--- src/rtl/centscale_scheduler_pkg.sv ---
// rtl/centscale_scheduler_pkg.sv - shared widths, constants and FSM encoding for the centerScale scheduler
package centscale_scheduler_pkg;

    localparam int NCH_DEF = 4;
    localparam int CHW_DEF = 2;
    localparam int ADC_W   = 21;
    localparam int FP_W    = 32;

    // Reset value of every std entry, so an unconfigured channel scales by 1.0
    localparam logic [FP_W-1:0] FP_ONE = 32'h3F80_0000;

    typedef enum logic [1:0] {
        ST_IDLE  = 2'd0,
        ST_RUN   = 2'd1,
        ST_DRAIN = 2'd2
    } sched_state_t;

endpackage

--- src/rtl/centscale_scheduler_tag_fifo.sv ---
// rtl/centscale_scheduler_tag_fifo.sv - in-order channel tag FIFO for samples in flight
module centscale_scheduler_tag_fifo #(
    parameter int DEPTH = 4,
    parameter int WIDTH = 2
) (
    input  logic                       clk,
    input  logic                       rst_n,
    input  logic                       push,
    input  logic [WIDTH-1:0]           push_data,
    input  logic                       pop,
    output logic [WIDTH-1:0]           pop_data,
    output logic                       empty,
    output logic                       full,
    output logic [$clog2(DEPTH):0]     count
);

    localparam int AW = (DEPTH > 1) ? $clog2(DEPTH) : 1;
    localparam int CW = $clog2(DEPTH) + 1;

    logic [WIDTH-1:0] mem [DEPTH];
    logic [AW-1:0]    wr_ptr;
    logic [AW-1:0]    rd_ptr;
    logic             do_push;
    logic             do_pop;

    assign empty    = (count == '0);
    assign full     = (count == CW'(DEPTH));
    assign do_push  = push && !full;
    assign do_pop   = pop && !empty;
    assign pop_data = mem[rd_ptr];

    // Storage needs no reset: entries are only read once counted as valid
    always_ff @(posedge clk) begin
        if (do_push) begin
            mem[wr_ptr] <= push_data;
        end
    end

    // Pointers and occupancy; simultaneous push and pop leave count unchanged
    always_ff @(posedge clk or negedge rst_n) begin
        if (!rst_n) begin
            wr_ptr <= '0;
            rd_ptr <= '0;
            count  <= '0;
        end else begin
            if (do_push) begin
                wr_ptr <= (wr_ptr == AW'(DEPTH - 1)) ? '0 : wr_ptr + 1'b1;
            end
            if (do_pop) begin
                rd_ptr <= (rd_ptr == AW'(DEPTH - 1)) ? '0 : rd_ptr + 1'b1;
            end
            if (do_push && !do_pop) begin
                count <= count + 1'b1;
            end else if (do_pop && !do_push) begin
                count <= count - 1'b1;
            end
        end
    end

endmodule

--- src/rtl/centscale_scheduler.sv ---
// rtl/centscale_scheduler.sv - time-shares one centerScale instance among NCH ADC channels
module centscale_scheduler
    import centscale_scheduler_pkg::*;
#(
    parameter int NCH          = NCH_DEF,
    parameter int CHW          = CHW_DEF,
    parameter int MAX_INFLIGHT = 4
) (
    input  logic                 clk,
    input  logic                 GlobalReset,
    input  logic                 en,
    input  logic [NCH-1:0]       req_valid,
    input  logic [NCH*ADC_W-1:0] req_data,
    output logic [NCH-1:0]       req_ack,
    input  logic                 cfg_we,
    input  logic [CHW-1:0]       cfg_ch,
    input  logic                 cfg_sel,
    input  logic [FP_W-1:0]      cfg_data,
    output logic [ADC_W-1:0]     cs_x_adc,
    output logic [FP_W-1:0]      cs_mean,
    output logic [FP_W-1:0]      cs_std,
    output logic                 cs_srdyi,
    input  logic [FP_W-1:0]      cs_result,
    input  logic                 cs_srdyo,
    output logic [FP_W-1:0]      z_o,
    output logic [CHW-1:0]       z_ch_o,
    output logic                 z_valid_o,
    output logic                 busy_o,
    output logic                 err_o
);

    localparam int CNTW = $clog2(MAX_INFLIGHT) + 1;

    sched_state_t    state;
    logic [CHW-1:0]  rr_ptr;
    logic [FP_W-1:0] mean_tab [NCH];
    logic [FP_W-1:0] std_tab  [NCH];

    logic            grant_found;
    logic [CHW-1:0]  grant_ch;
    logic            issue;
    logic            fifo_pop;
    logic            fifo_empty;
    logic            fifo_full;
    logic [CHW-1:0]  fifo_head;
    logic [CNTW-1:0] fifo_count;
    logic            inflight_nz;

    assign inflight_nz = (fifo_count != '0);

    // Round-robin search: first requester at or after the pointer, wrapping
    always_comb begin
        grant_found = 1'b0;
        grant_ch    = '0;
        for (int k = 0; k < NCH; k++) begin
            if (!grant_found && req_valid[(int'(rr_ptr) + k) % NCH]) begin
                grant_found = 1'b1;
                grant_ch    = CHW'((int'(rr_ptr) + k) % NCH);
            end
        end
    end

    // A slot freed by a same-cycle return is not reusable until the next cycle
    assign issue    = (state == ST_RUN) && en && grant_found && !fifo_full;
    assign req_ack  = issue ? ({{(NCH-1){1'b0}}, 1'b1} << grant_ch) : '0;
    assign fifo_pop = cs_srdyo && !fifo_empty;

    centscale_scheduler_tag_fifo #(
        .DEPTH (MAX_INFLIGHT),
        .WIDTH (CHW)
    ) u_tag_fifo (
        .clk       (clk),
        .rst_n     (GlobalReset),
        .push      (issue),
        .push_data (grant_ch),
        .pop       (fifo_pop),
        .pop_data  (fifo_head),
        .empty     (fifo_empty),
        .full      (fifo_full),
        .count     (fifo_count)
    );

    // Sequencer: IDLE until enabled, DRAIN lets in-flight samples come home
    always_ff @(posedge clk or negedge GlobalReset) begin
        if (!GlobalReset) begin
            state  <= ST_IDLE;
            busy_o <= 1'b0;
        end else begin
            case (state)
                ST_IDLE: begin
                    if (en) begin
                        state  <= ST_RUN;
                        busy_o <= 1'b1;
                    end
                end
                ST_RUN: begin
                    if (!en) begin
                        if (inflight_nz) begin
                            state <= ST_DRAIN;
                        end else begin
                            state  <= ST_IDLE;
                            busy_o <= 1'b0;
                        end
                    end
                end
                ST_DRAIN: begin
                    if (en) begin
                        state <= ST_RUN;
                    end else if (!inflight_nz) begin
                        state  <= ST_IDLE;
                        busy_o <= 1'b0;
                    end
                end
                default: begin
                    state  <= ST_IDLE;
                    busy_o <= 1'b0;
                end
            endcase
        end
    end

    // Per-channel mean/std table; a grant this cycle still sees the old entry
    always_ff @(posedge clk or negedge GlobalReset) begin
        if (!GlobalReset) begin
            for (int i = 0; i < NCH; i++) begin
                mean_tab[i] <= '0;
                std_tab[i]  <= FP_ONE;
            end
        end else if (cfg_we) begin
            if (cfg_sel) begin
                std_tab[cfg_ch] <= cfg_data;
            end else begin
                mean_tab[cfg_ch] <= cfg_data;
            end
        end
    end

    // Round-robin pointer moves past the granted channel
    always_ff @(posedge clk or negedge GlobalReset) begin
        if (!GlobalReset) begin
            rr_ptr <= '0;
        end else if (issue) begin
            rr_ptr <= (grant_ch == CHW'(NCH - 1)) ? '0 : grant_ch + 1'b1;
        end
    end

    // Operand registers hold between issues; strobe is a single-cycle pulse
    always_ff @(posedge clk or negedge GlobalReset) begin
        if (!GlobalReset) begin
            cs_x_adc <= '0;
            cs_mean  <= '0;
            cs_std   <= '0;
            cs_srdyi <= 1'b0;
        end else begin
            cs_srdyi <= issue;
            if (issue) begin
                cs_x_adc <= req_data[ADC_W*grant_ch +: ADC_W];
                cs_mean  <= mean_tab[grant_ch];
                cs_std   <= std_tab[grant_ch];
            end
        end
    end

    // Result tagging; a return with nothing in flight is flagged and dropped
    always_ff @(posedge clk or negedge GlobalReset) begin
        if (!GlobalReset) begin
            z_o       <= '0;
            z_ch_o    <= '0;
            z_valid_o <= 1'b0;
            err_o     <= 1'b0;
        end else begin
            z_valid_o <= fifo_pop;
            if (fifo_pop) begin
                z_o    <= cs_result;
                z_ch_o <= fifo_head;
            end
            if (cs_srdyo && fifo_empty) begin
                err_o <= 1'b1;
            end
        end
    end

endmodule

--- config.mk ---
export PLATFORM = sky130hd
export DESIGN_NAME = centscale_scheduler
export DESIGN_NICKNAME = d
export VERILOG_FILES = /design/src/rtl/centscale_scheduler_pkg.sv /design/src/rtl/centscale_scheduler_tag_fifo.sv /design/src/rtl/centscale_scheduler.sv
export SDC_FILE = /design/constraint.sdc
export NUM_CORES = 1
export LEC_CHECK = 0
export CAP_MARGIN = 20
export CORE_MARGIN = 10
export CORE_UTILIZATION = 50
export CTS_BUF_LIST = sky130_fd_sc_hd__clkbuf_8
export CTS_CLUSTER_SIZE = 24
export DETAILED_ROUTE_END_ITERATION = 16
export GPL_TIMING_DRIVEN = 0
export HOLD_SLACK_MARGIN = 0.1
export PLACE_DENSITY = 0.79
export SYNTH_ARGS = -nofsm -noshare
export SYNTH_HDL_FRONTEND = slang
export SYNTH_HIERARCHICAL = 1
export SYNTH_SLANG_ARGS = --single-unit
--- constraint.sdc ---
create_clock -name clk -period 2.7 [get_ports clk]
set_input_delay 0.54 -clock clk [delete_from_list [all_inputs] [get_ports clk]]
set_output_delay 0.54 -clock clk [all_outputs]
set_load 0.03 [all_outputs]
==> results.py, run 1 <==
metrics = {
    "grt": {
        "grt_pass1_wl_um": 77900,
        "antenna_found_initial": 8,
        "grt_max_degree": 89,
        "grtUsageTotal_pct": 23.9,
        "grt_overflow_total": 0,
        "grt_pass1_vias": 13076,
    },
    "synth": {
        "muxShareOfSynthArea_pct": 25.1,
        "synth_top_area_cell": "dfrtp_1",
        "avgSynthCellArea_um2": 13.4,
        "synthArstFlopShare_pct": 98.0,
        "synth_commonest_cells": "mux2_2, dfrtp_1, nand2_1, o21ai_0, a221o_1",
        "synth_cells": 1295,
        "ys_seq_area_share_pct": 58.0,
        "synth_top_family_by_area": "multiplexers",
        "netlist_area_um2": 17300,
        "synth_nets": 1467,
        "netlist.area_leader.share_pct": 52.3,
        "synth_edf_count": 8,
        "synth_most_common_cell": "mux2_2",
        "synth_compound_area_share_pct": 7.94,
        "synth_area_leaders": "dfrtp_1, mux2_2, a221o_1",
        "ys_types": 48,
        "synth-simple-area-share_pct": 5.45,
        "synth_xor_area_share_pct": 0.152,
        "synth_fa_ha_area_share_pct": 0.911,
        "synth_flop_cell": "dfrtp_1",
        "yosysWarnings": 6,
        "synth-seq-cells": 398,
    },
    "place": {
        "hpwl_um": 35900,
        "gp_congestion": 0.893,
        "placedCellCount": 2037,
        "place_area_um2": 20800,
        "port-buffer-count": 283,
    },
    "finish": {
        "area_growth_pct": 30.8,
        "final_cell_count_no_fill": 2178,
        "final_area_um2": 22600,
        "drive_gt1_share_pct": 35.7,
        "nNetsFinal": 1839,
        "fillers": 2546,
    },
    "sta": {
        "tightest_slew_ps": 911,
        "hold_ws_ps": 463,
        "fin_skew_ps": 32.5,
        "clock.fmax_mhz": 371,
        "setup_viol": 0,
        "max_slew_margin_pct": 39.2,
        "hold_viol": 0,
        "rsz0062_at_grt": "yes",
        "maxSlewViolCount": 0,
        "setup_tns_ps": 0,
        "fin_crit_sh_pct": 99.9,
        "min_period_ps": 2700,
    },
    "clock_network": {
        "clk_latency_ps": 590,
        "cts_buffers": 68,
        "cts_tree": "done",
        "clock_sinks": 398,
        "clkTransAtPathRegs_ps": 60,
        "h-tree-depth": 3,
        "clock-root-buffer": "clkbuf_8",
        "ctsLongestPathBuffers": 3,
    },
    "setup_path": {
        "worstSetupPathType": "reg -> out",
        "cp_slowest_cell": "dfrtp_2",
        "required_ps": 2160,
        "cp_max_fo": 3,
        "crit_chain": "nor2b_4 -> nor3_4 -> o22ai_4 -> buf_12 -> inv_1 -> ha_1 -> and2_1 -> buf_6",
        "path_delay_family": "flip-flops",
        "worst-path-buf-inv": 3,
        "cp-start-kind": "flop",
        "endpoint_kind": "output port",
        "critPathMaxStageDelay_ps": 460,
        "arrival_ps": 2160,
    },
    "pwr": {
        "powerDensity_nw_per_um2": 1030,
        "p_sw_share_pct": 35.4,
        "p_leak_nw": 9.66,
        "power_frac_seq_pct": 37.9,
        "clock_power_share_pct": 24.3,
        "p_int_w": 0.0150,
        "ir_drop_v": 0.000544,
        "netSwitchingPower_w": 0.00823,
        "combPwrFrac_pct": 37.8,
    },
    "detailed_routing": {
        "vias_per_cell": 5.63,
        "first_pass_iters": 5,
        "drt_wl_total_um": 51400,
        "wl_per_cell_um": 23.6,
        "drt_first_iter_violations": 776,
        "ant_nets": 0,
        "drc": 0,
        "vias": 12270,
    },
    "floorplan": {
        "start_util_pct": 50.4,
        "coreArea_um2": 34400,
        "die_width_um": 206,
        "die_h_um": 206,
        "die-area_um2": 42500,
        "fp-row-count": 68,
        "io_pins": 287,
    },
    "outcome": {
        "status": "complete, no violations",
    },
    "run": {
        "cap_violations": 0,
    },
    "hold_path": {
        "hp-class": "reg -> reg",
    },
}
==> worst reg2reg max path: stages, from the launching register on <==
cell and delay [ps]:
dfrtp_1 380, inv_2 80, ha_4 130, nand2_2 50, or3_4 400, buf_12 160, inv_12 50, nor2b_2 140
buf_6 120, ha_4 130, inv_1 50, fa_2 330, xor2_1 180, nor2_1 130, xor2_1 180
==> per-layer routing <==
metal | track usage, % | up-vias | wire, µm
met5 | 0 | - | 27
met4 | 8.76 | 4 | 1560
met3 | 6.54 | 99 | 4200
met2 | 39.3 | 463 | 24900
met1 | 29.6 | 6271 | 20700
li1 | - | 5433 | -
==> cell type report <==
class                   instances  area [µm²]  area share [%]
diodes                          5        12.5          0.0553
plain buffers                  82         420            1.86
clock buffers                  87        1200            5.29
clock inverters                34         229            1.01
inverters                       9        48.8           0.216
multi-input cells             800        6980            30.9
flip-flops and latches        398       10000            44.4
well taps                     455         569            2.52
repair buffers                307        3120            13.8
repair inverters                1        8.76          0.0387
==> sequential cells by signal, indices dropped and copies added (netlist names) <==
signal	count
mean_tab	128
std_tab	128
cs_mean	32
cs_std	32
z_o	32
cs_x_adc	21
u_tag_fifo/mem	8
u_tag_fifo/count	3
rr_ptr	2
state	2
u_tag_fifo/rd_ptr	2
u_tag_fifo/wr_ptr	2
z_ch_o	2
busy_o	1
cs_srdyi	1
err_o	1
z_valid_o	1
==> cell usage in the layout (no fill, tap or decap), types with 7 or more instances in the layout <==
| master | count |
|---|---|
| buf_6 | 8 |
| nand2_1 | 175 |
| o21ai_0 | 88 |
| clkdlybuf4s50_1 | 274 |
| buf_4 | 21 |
| a221o_1 | 85 |
| clkbuf_2 | 7 |
| buf_2 | 23 |
| clkinv_2 | 9 |
| inv_1 | 22 |
| mux2_1 | 8 |
| dfrtp_1 | 357 |
| dfstp_2 | 28 |
| edfxtp_1 | 8 |
| clkbuf_1 | 41 |
| mux2_2 | 370 |
| clkbuf_8 | 88 |
| ha_1 | 9 |
==> metrics by stage <==
stage | utilization, % | worst slack, ps | power (W)
6_report | 65.8 | 2.68 | 0.0233
5_1_grt | 65.8 | -81.8 | 0.0245
4_1_cts | 65.6 | -127 | 0.0234
3_5_place_dp | 60.6 | -1400 | 0.0174
3_3_place_gp | 60.3 | -15420 | 0.0171
2_1_floorplan | - | 13.1 | 0.0139
==> kinds of logic after synthesis <==
| family | count (synthesis) |
|---|---|
| AO/OA/AOI/OAI | 184 |
| XOR/XNOR | 3 |
| adder cells (fa/ha/maj) | 12 |
| buffers and inverters | 97 |
| flip-flops | 398 |
| multiplexers | 383 |
| AND/OR/NAND/NOR | 218 |
==> final timing paths <==
kind	from	endpoint	cells after the start	slack, ps
worst min register to register	err_o	err_o	1	460
worst max register to register	state[1]	u_tag_fifo/count[2]	14	120
min in group asynchronous	GlobalReset	cs_x_adc[2]	2	470
worst min-delay path	err_o	err_o	1	460
worst max-delay path	rr_ptr[0]	req_ack[3]	8	3
max in group asynchronous	GlobalReset	cs_mean[11]	5	610
==> power groups by stage <==
stage / Sequential [W] / Clock, W / Combinational, W
6_report: 0.00881 / 0.00565 / 0.00881
5_1_grt: 0.00902 / 0.00603 / 0.00943
4_1_cts: 0.00879 / 0.00575 / 0.00882
3_5_place_dp: 0.00887 / 0 / 0.00849
3_3_place_gp: 0.00880 / 0 / 0.00827
2_1_floorplan: 0.0100 / 0 / 0.00382
==> timing repair <==
action / 4_1_cts / 5_1_grt
endpoints found under the hold margin: 62 / 0
gates resized for setup: 71 / 28
pin swaps: 6 / 7
endpoints found under the setup margin: 52 / 56
hold buffers: 1 / 0
gates cloned: 1 / 0
setup buffers: 16 / 3
Power figures use the tool's default switching activity.
==> run 2, diff against run 1 <==
--- a/config.mk
+++ b/config.mk
@@ -6,14 +6,14 @@
 export NUM_CORES = 1
 export LEC_CHECK = 0
 export CAP_MARGIN = 20
-export CORE_MARGIN = 10
-export CORE_UTILIZATION = 50
+export CORE_MARGIN = 4
+export CORE_UTILIZATION = 55
 export CTS_BUF_LIST = sky130_fd_sc_hd__clkbuf_8
 export CTS_CLUSTER_SIZE = 24
 export DETAILED_ROUTE_END_ITERATION = 16
 export GPL_TIMING_DRIVEN = 0
 export HOLD_SLACK_MARGIN = 0.1
-export PLACE_DENSITY = 0.79
+export PLACE_DENSITY = 0.82
 export SYNTH_ARGS = -nofsm -noshare
 export SYNTH_HDL_FRONTEND = slang
 export SYNTH_HIERARCHICAL = 1
==> constraint.sdc (replaced) <==
create_clock -name clk -period 3.3 [get_ports clk]
set_input_delay 0.66 -clock clk [delete_from_list [all_inputs] [get_ports clk]]
set_output_delay 0.66 -clock clk [all_outputs]
set_load 0.03 [all_outputs]
==> run 2 against run 1 <==
Register-to-register slack improved by 250 ps. Final area fell by 1.7%. Die area fell by 19%. Routed wire length decreased by 6.1%. Clock power down 22%. Highest routed layer unchanged. Non-clock buffer count decreased by 7. Final cell count down 3.1%. Sequential power shrank 18%. Critical path depth rose by 1. Global-route usage grew 4.1 points. Clock skew is 3.0 ps lower. Critical endpoint unchanged.
==> results.py, run 2 (synthesis results as in run 1) <==
metrics = {
    "outcome": {
        "status": "complete, no violations",
    },
    "place": {
        "place_ws_ps": -1120,
        "hpwl_um": 33700,
        "gp_congestion": 0.892,
        "port-buffer-count": 283,
    },
    "sta": {
        "tightest_slew_ps": 846,
        "setup_viol": 0,
        "fin_skew_ps": 29.6,
        "fin_ws_ps": 38.0,
        "maxSlewViolCount": 0,
        "min_period_ps": 3260,
        "hold_viol": 0,
        "fin_crit_sh_pct": 98.8,
        "clock.fmax_mhz": 307,
        "max_slew_margin_pct": 43.5,
    },
    "pwr": {
        "combPwrFrac_pct": 37.6,
        "power_frac_seq_pct": 38.7,
        "p_leak_nw": 9.53,
        "finalPower_w": 0.0186,
        "p_int_w": 0.0121,
        "p_sw_share_pct": 35.1,
        "powerDensity_nw_per_um2": 835,
        "clock_power_share_pct": 23.7,
        "netSwitchingPower_w": 0.00652,
        "ir_drop_v": 0.000577,
    },
    "grt": {
        "grt_max_degree": 125,
        "antenna_found_initial": 8,
        "grt_pass1_wl_um": 74200,
        "grt_overflow_total": 0,
        "grtUsageTotal_pct": 28.0,
        "grt_pass1_vias": 13010,
    },
    "clock_network": {
        "cts_buffers": 67,
        "clock_sinks": 398,
        "clkTransAtPathRegs_ps": 60,
        "clk_latency_ps": 580,
        "cts_tree": "done",
        "clock-root-buffer": "clkbuf_8",
        "h-tree-depth": 3,
        "ctsLongestPathBuffers": 3,
    },
    "setup_path": {
        "cp-start-kind": "input pin",
        "endpoint_kind": "output port",
        "required_ps": 2640,
        "worstSetupPathType": "in -> out",
        "rr_startpoint": "state[1]",
        "cp_max_fo": 7,
        "r2r_end": "u_tag_fifo/count[2]",
        "ff2ff_setup_slack_ps": 370,
        "arrival_ps": 2600,
        "rr_worst_depth": 14,
    },
    "hold_path": {
        "worstHoldStart": "err_o",
        "min_to": "err_o",
        "hp-class": "reg -> reg",
        "hold_depth": 1,
    },
    "detailed_routing": {
        "drt_first_iter_violations": 829,
        "vias": 12327,
        "ant_nets": 0,
        "vias_per_cell": 5.84,
        "drt_wl_total_um": 48200,
        "drc": 0,
        "wl_per_cell_um": 22.8,
        "first_pass_iters": 8,
    },
    "floorplan": {
        "io_pins": 287,
        "die-area_um2": 34400,
        "die_h_um": 185,
        "fp-row-count": 64,
        "die_width_um": 185,
        "coreArea_um2": 30800,
        "start_util_pct": 56.1,
    },
    "run": {
        "cap_violations": 0,
    },
    "finish": {
        "nNetsFinal": 1830,
        "reg_top3": "mean_tab: 128 flops, std_tab: 128 flops",
        "area_growth_pct": 28.6,
        "drive_gt1_share_pct": 33.0,
        "final_common_cell": "mux2_2",
        "layout_common_cells": "mux2_2, dfrtp_1, clkdlybuf4s50_1, nand2_1, o21ai_0",
        "fillers": 2106,
    },
}
-- run 2: cell types whose count changed in the layout (fill, tap and decap cells not counted), sizes merged --
| cell | previous run | this run |
|---|---|---|
| clkdlybuf4s15 | 0 | 2 |
| inv | 31 | 40 |
| buf | 61 | 50 |
| clkbuf | 136 | 134 |
| clkinvlp | 2 | 4 |
| clkdlybuf4s50 | 274 | 276 |
| diode | 5 | 4 |
| dlymetal6s2s | 2 | 0 |
| clkinv | 9 | 2 |
-- run 2: worst max-delay path by stage --
| stage | start | end | slack (ps) |
|---|---|---|---|
| 2_1_floorplan | req_valid[1] | u_tag_fifo/count[2] | 510 |
| 3_3_place_gp | GlobalReset | cs_mean[8] | -15080 |
| 3_5_place_dp | req_valid[0] | req_ack[3] | -1120 |
| 4_1_cts | req_valid[2] | req_ack[3] | -90 |
| 5_1_grt | req_valid[2] | req_ack[3] | -40 |
| 6_report | req_valid[2] | req_ack[3] | 40 |
-- run 2: worst max-delay path, cell delays in order --
cell and delay (ps):
clkdlybuf4s50_1 540, nor2b_2 260, nor3_2 90, o22ai_4 230
buf_12 160, inv_1 50, ha_1 190, and2_1 130
clkdlybuf4s15_2 270
-- run 2: through the flow --
step	hold slack (ps)	cells	util (%)	TNS, ps	cell area, µm²
2_1_floorplan	364	1295	-	0	17300
3_3_place_gp	440	1974	66.9	-5739410	20600
3_5_place_dp	462	1977	67.2	-24260	20700
4_1_cts	476	2100	71.9	-266	22200
5_1_grt	500	2111	72.2	-41.9	22300
6_report	472	2111	72.2	0	22300
-- run 2: area by class of cell --
cell class	instances	area, µm²	share of cell area (%)
diodes	4	10.0	0.0450
plain buffers	85	412	1.85
clock buffers	83	1140	5.13
clock inverters	39	226	1.02
inverters	9	38.8	0.174
multi-input cells	800	6900	31.0
flip-flops and latches	398	10000	45.1
well taps	396	495	2.23
repair buffers	297	3000	13.5
-- run 2: metal layers --
layer	global-route usage [%]	vias to the layer above	part of all wire, %
li1	-	5435	-
met1	35.1	6328	39
met2	47.2	448	49
met3	6.46	108	7.6
met4	11.1	8	3.5
met5	0	-	0.087
-- run 2: power groups by stage --
stage / sequential, W / clock [W] / combinational [W]
6_report: 0.00720 / 0.00441 / 0.00699
5_1_grt: 0.00735 / 0.00472 / 0.00747
4_1_cts: 0.00719 / 0.00447 / 0.00697
3_5_place_dp: 0.00726 / 0 / 0.00688
3_3_place_gp: 0.00720 / 0 / 0.00670
2_1_floorplan: 0.00821 / 0 / 0.00313
-- run 2: what timing repair did --
action | CTS | global route
hold buffers | 1 | 0
hold endpoints to repair | 67 | 0
resized for setup | 28 | 11
setup endpoints to repair | 5 | 4
pin swaps | 2 | 2
buffers inserted | 2 | 8
==> patch (flow settings as in run 2) <==
Change the package constant `ADC_W` from 21 to 42.
--- a/src/rtl/centscale_scheduler_pkg.sv
+++ b/src/rtl/centscale_scheduler_pkg.sv
@@ -4,5 +4,5 @@
     localparam int NCH_DEF = 4;
     localparam int CHW_DEF = 2;
-    localparam int ADC_W   = 21;
+    localparam int ADC_W   = 42;
     localparam int FP_W    = 32;
 
Ports: changed (resized cs_x_adc and req_data); port bits go from 287 to 392. The function was not compared with the original's and may differ.
==> patch against run 2 <==
Clock power decreased by 1%. Synthesized area up 8.6%. Sequential cell count grew 21. First-iteration DRC count down 20%. Non-clock buffer count increased by 101. Final area is 11% higher. Power increased by 8.0%. Wire length up 13%. Setup slack improved by 0.13 ns. Critical path type unchanged.
==> patch: results (changes against run 2) <==
* Total CTS buffers at 70 (+4.5%)
* Worst Hold Path EP: err_o
* Top FF cell, synth: dfrtp_1
* Ys Warns at 6 (unchanged)
* Pre-CTS setup slack at -0.570 ns (+0.550 ns)
* Post-synth EDFFs at 8 (unchanged)
* PortBufs at 388 (+37%)
* Outcome: finished clean
* Maximum vdd drop at 0.544 mV (-5.8%)
* Drt first pass iters at 5 (-3)
* CP max stage delay at 0.61 ns (+0.07 ns)
* Syn_nets at 1,571 (+7.1%)
* Seq/Total Area, Yosys at 56.2% (-1.8 points)
* Initial antenna violation count at 22 (+14)
* Placed Area at 23,400 um^2 (+13%)
* Final wirelength at 54,400 um (+13%)
* Worst min path class: reg -> reg
* Fin. max-slew vios at 0 (unchanged)
* Worst Max-Slew Pin Slew at 0.861 ns (+0.0154 ns)
* Hold path depth at 1 (unchanged)
* Routability cong. at 0.873 (-2.1%)
* Slowest CP cell: clkdlybuf4s50_1
* Crit-path max FO at 19 (+12)
* Hpwl dp at 39,200 um (+16%)
* R2R depth at 9 (-5)
* H-tree depth at 3 (unchanged)
* Total global-route track usage at 28.6% (+0.67 points)
* Clock latency on the worst-skew pair at 0.58 ns (about the same)
* RR Endpoint: u_tag_fifo/count[1]
* Static Leakage at 10.8 nW (+13%)
* Vias per Instance at 5.66 (-3.1%)
* Reg2reg setup slack at 0.24 ns (-0.13 ns)
* Worst hold margin at 0.465 ns (-0.00666 ns)
* Share of cells above drive strength 1 at 26.3% (-6.7 points)
* Root Buffer: clkbuf_8
* Reg-to-Reg Start: u_tag_fifo/count[0]
* Drt first-iter violations at 663 (-20%)
* Final nets at 2,035 (+11%)
* Largest net degree at the start of global routing at 113 (-9.6%)
* Synth area leaders: dfrtp_1, mux2_2, mux2i_1
* Ys async rst share at 98.1% (+0.10 points)
* HP Start: err_o
* Clk buf depth at 3 (unchanged)
* Vias in the first global route at 13,800 (+5.7%)
* Critical path's top delay family: buffers and inverters
* Sw frac at 36.3% (+1.2 points)
* Clock Skews at 0.0199 ns (-0.00964 ns)
* Top Registers: mean_tab (128), std_tab (128), cs_x_adc (42)
* Synth cell count leaders: dfrtp_1, mux2_2, mux2i_1, nand2_1, o221ai_1
* Post-synth cell types at 53 (+10%)
* First-pass GRT wire length at 80,900 um (+9.1%)
* Reg clk slew, reported paths at 0.06 ns (about the same)
patch: cell types whose count changed after synthesis, sizes merged, moves of 14 or more:
cell and delta:
buf +17, mux2 -85, o21ai -86, mux2i +211
clkbuf -14, o221ai +106, nand2 -65, a221o -85
dfrtp +21
patch: cell type report:
type / count / area [um^2]
plain buffers: 88 / 642
well taps: 448 / 561
inverters: 12 / 46.3
diodes: 14 / 35.0
fillers: 2279 / 8890
multi-input cells: 794 / 7540
flip-flops and latches: 419 / 10600
clock inverters: 37 / 159
repair buffers: 395 / 4020
clock buffers: 85 / 1170
patch: logic make-up after synthesis:
| logic type | after synthesis | share of synthesized area [%] |
|---|---|---|
| XOR/XNOR | 4 | 0.186 |
| adder cells (fa/ha/maj) | 11 | 0.772 |
| multiplexers | 509 | 29.2 |
| buffers and inverters | 103 | 3.74 |
| flip-flops | 419 | 56.2 |
| AND/OR/NAND/NOR | 146 | 3.56 |
| AO/OA/AOI/OAI | 124 | 6.31 |
patch: worst max-delay path by stage:
stage	start	end	slack [ns]
after floorplan	req_valid[0]	req_ack[2]	0.66
after global placement	GlobalReset	cs_std[9]	-15.88
after detailed placement	req_valid[1]	req_ack[3]	-0.57
after CTS	state[1]	req_ack[3]	0.02
after global routing	u_tag_fifo/count[0]	u_tag_fifo/count[2]	0.05
final	en	req_ack[1]	0.17
patch: routing by layer:
metal | GRT usage, % | vias up | wire length [um]
li1 | - | 5813 | -
met1 | 35.2 | 6623 | 21100
met2 | 48.0 | 408 | 27200
met3 | 7.69 | 112 | 4200
met4 | 11.9 | 18 | 1780
met5 | 0 | - | 96
patch: power groups by stage:
| stage | Sequential, mW | Clock (mW) | Combinational (mW) |
|---|---|---|---|
| global placement | 7.67 | 0 | 7.87 |
| detailed placement | 7.73 | 0 | 8.07 |
| CTS | 7.66 | 4.45 | 8.11 |
| floorplan | 8.95 | 0 | 3.61 |
| global route | 7.82 | 4.73 | 8.57 |
| finish | 7.67 | 4.35 | 8.06 |
patch: metrics by stage:
step | setup TNS (ns) | util (%) | power, mW | instances
finish | 0 | 73.5 | 20.1 | 2292
global route | 0 | 73.5 | 21.1 | 2290
CTS | 0 | 73.5 | 20.2 | 2279
detailed placement | -2.33 | 69.5 | 15.8 | 2156
global placement | -6361.29 | 69.1 | 15.5 | 2152
floorplan | 0 | - | 12.6 | 1316
patch: what timing repair did:
| action | 4_1_cts | 5_1_grt |
|---|---|---|
| hold buffers | 1 | 0 |
| pin swaps | 1 | 0 |
| endpoints found under the hold margin | 62 | 0 |
| gates resized for setup | 16 | 2 |
| endpoints found under the setup margin | 4 | 2 |
| buffers inserted | 2 | 0 |
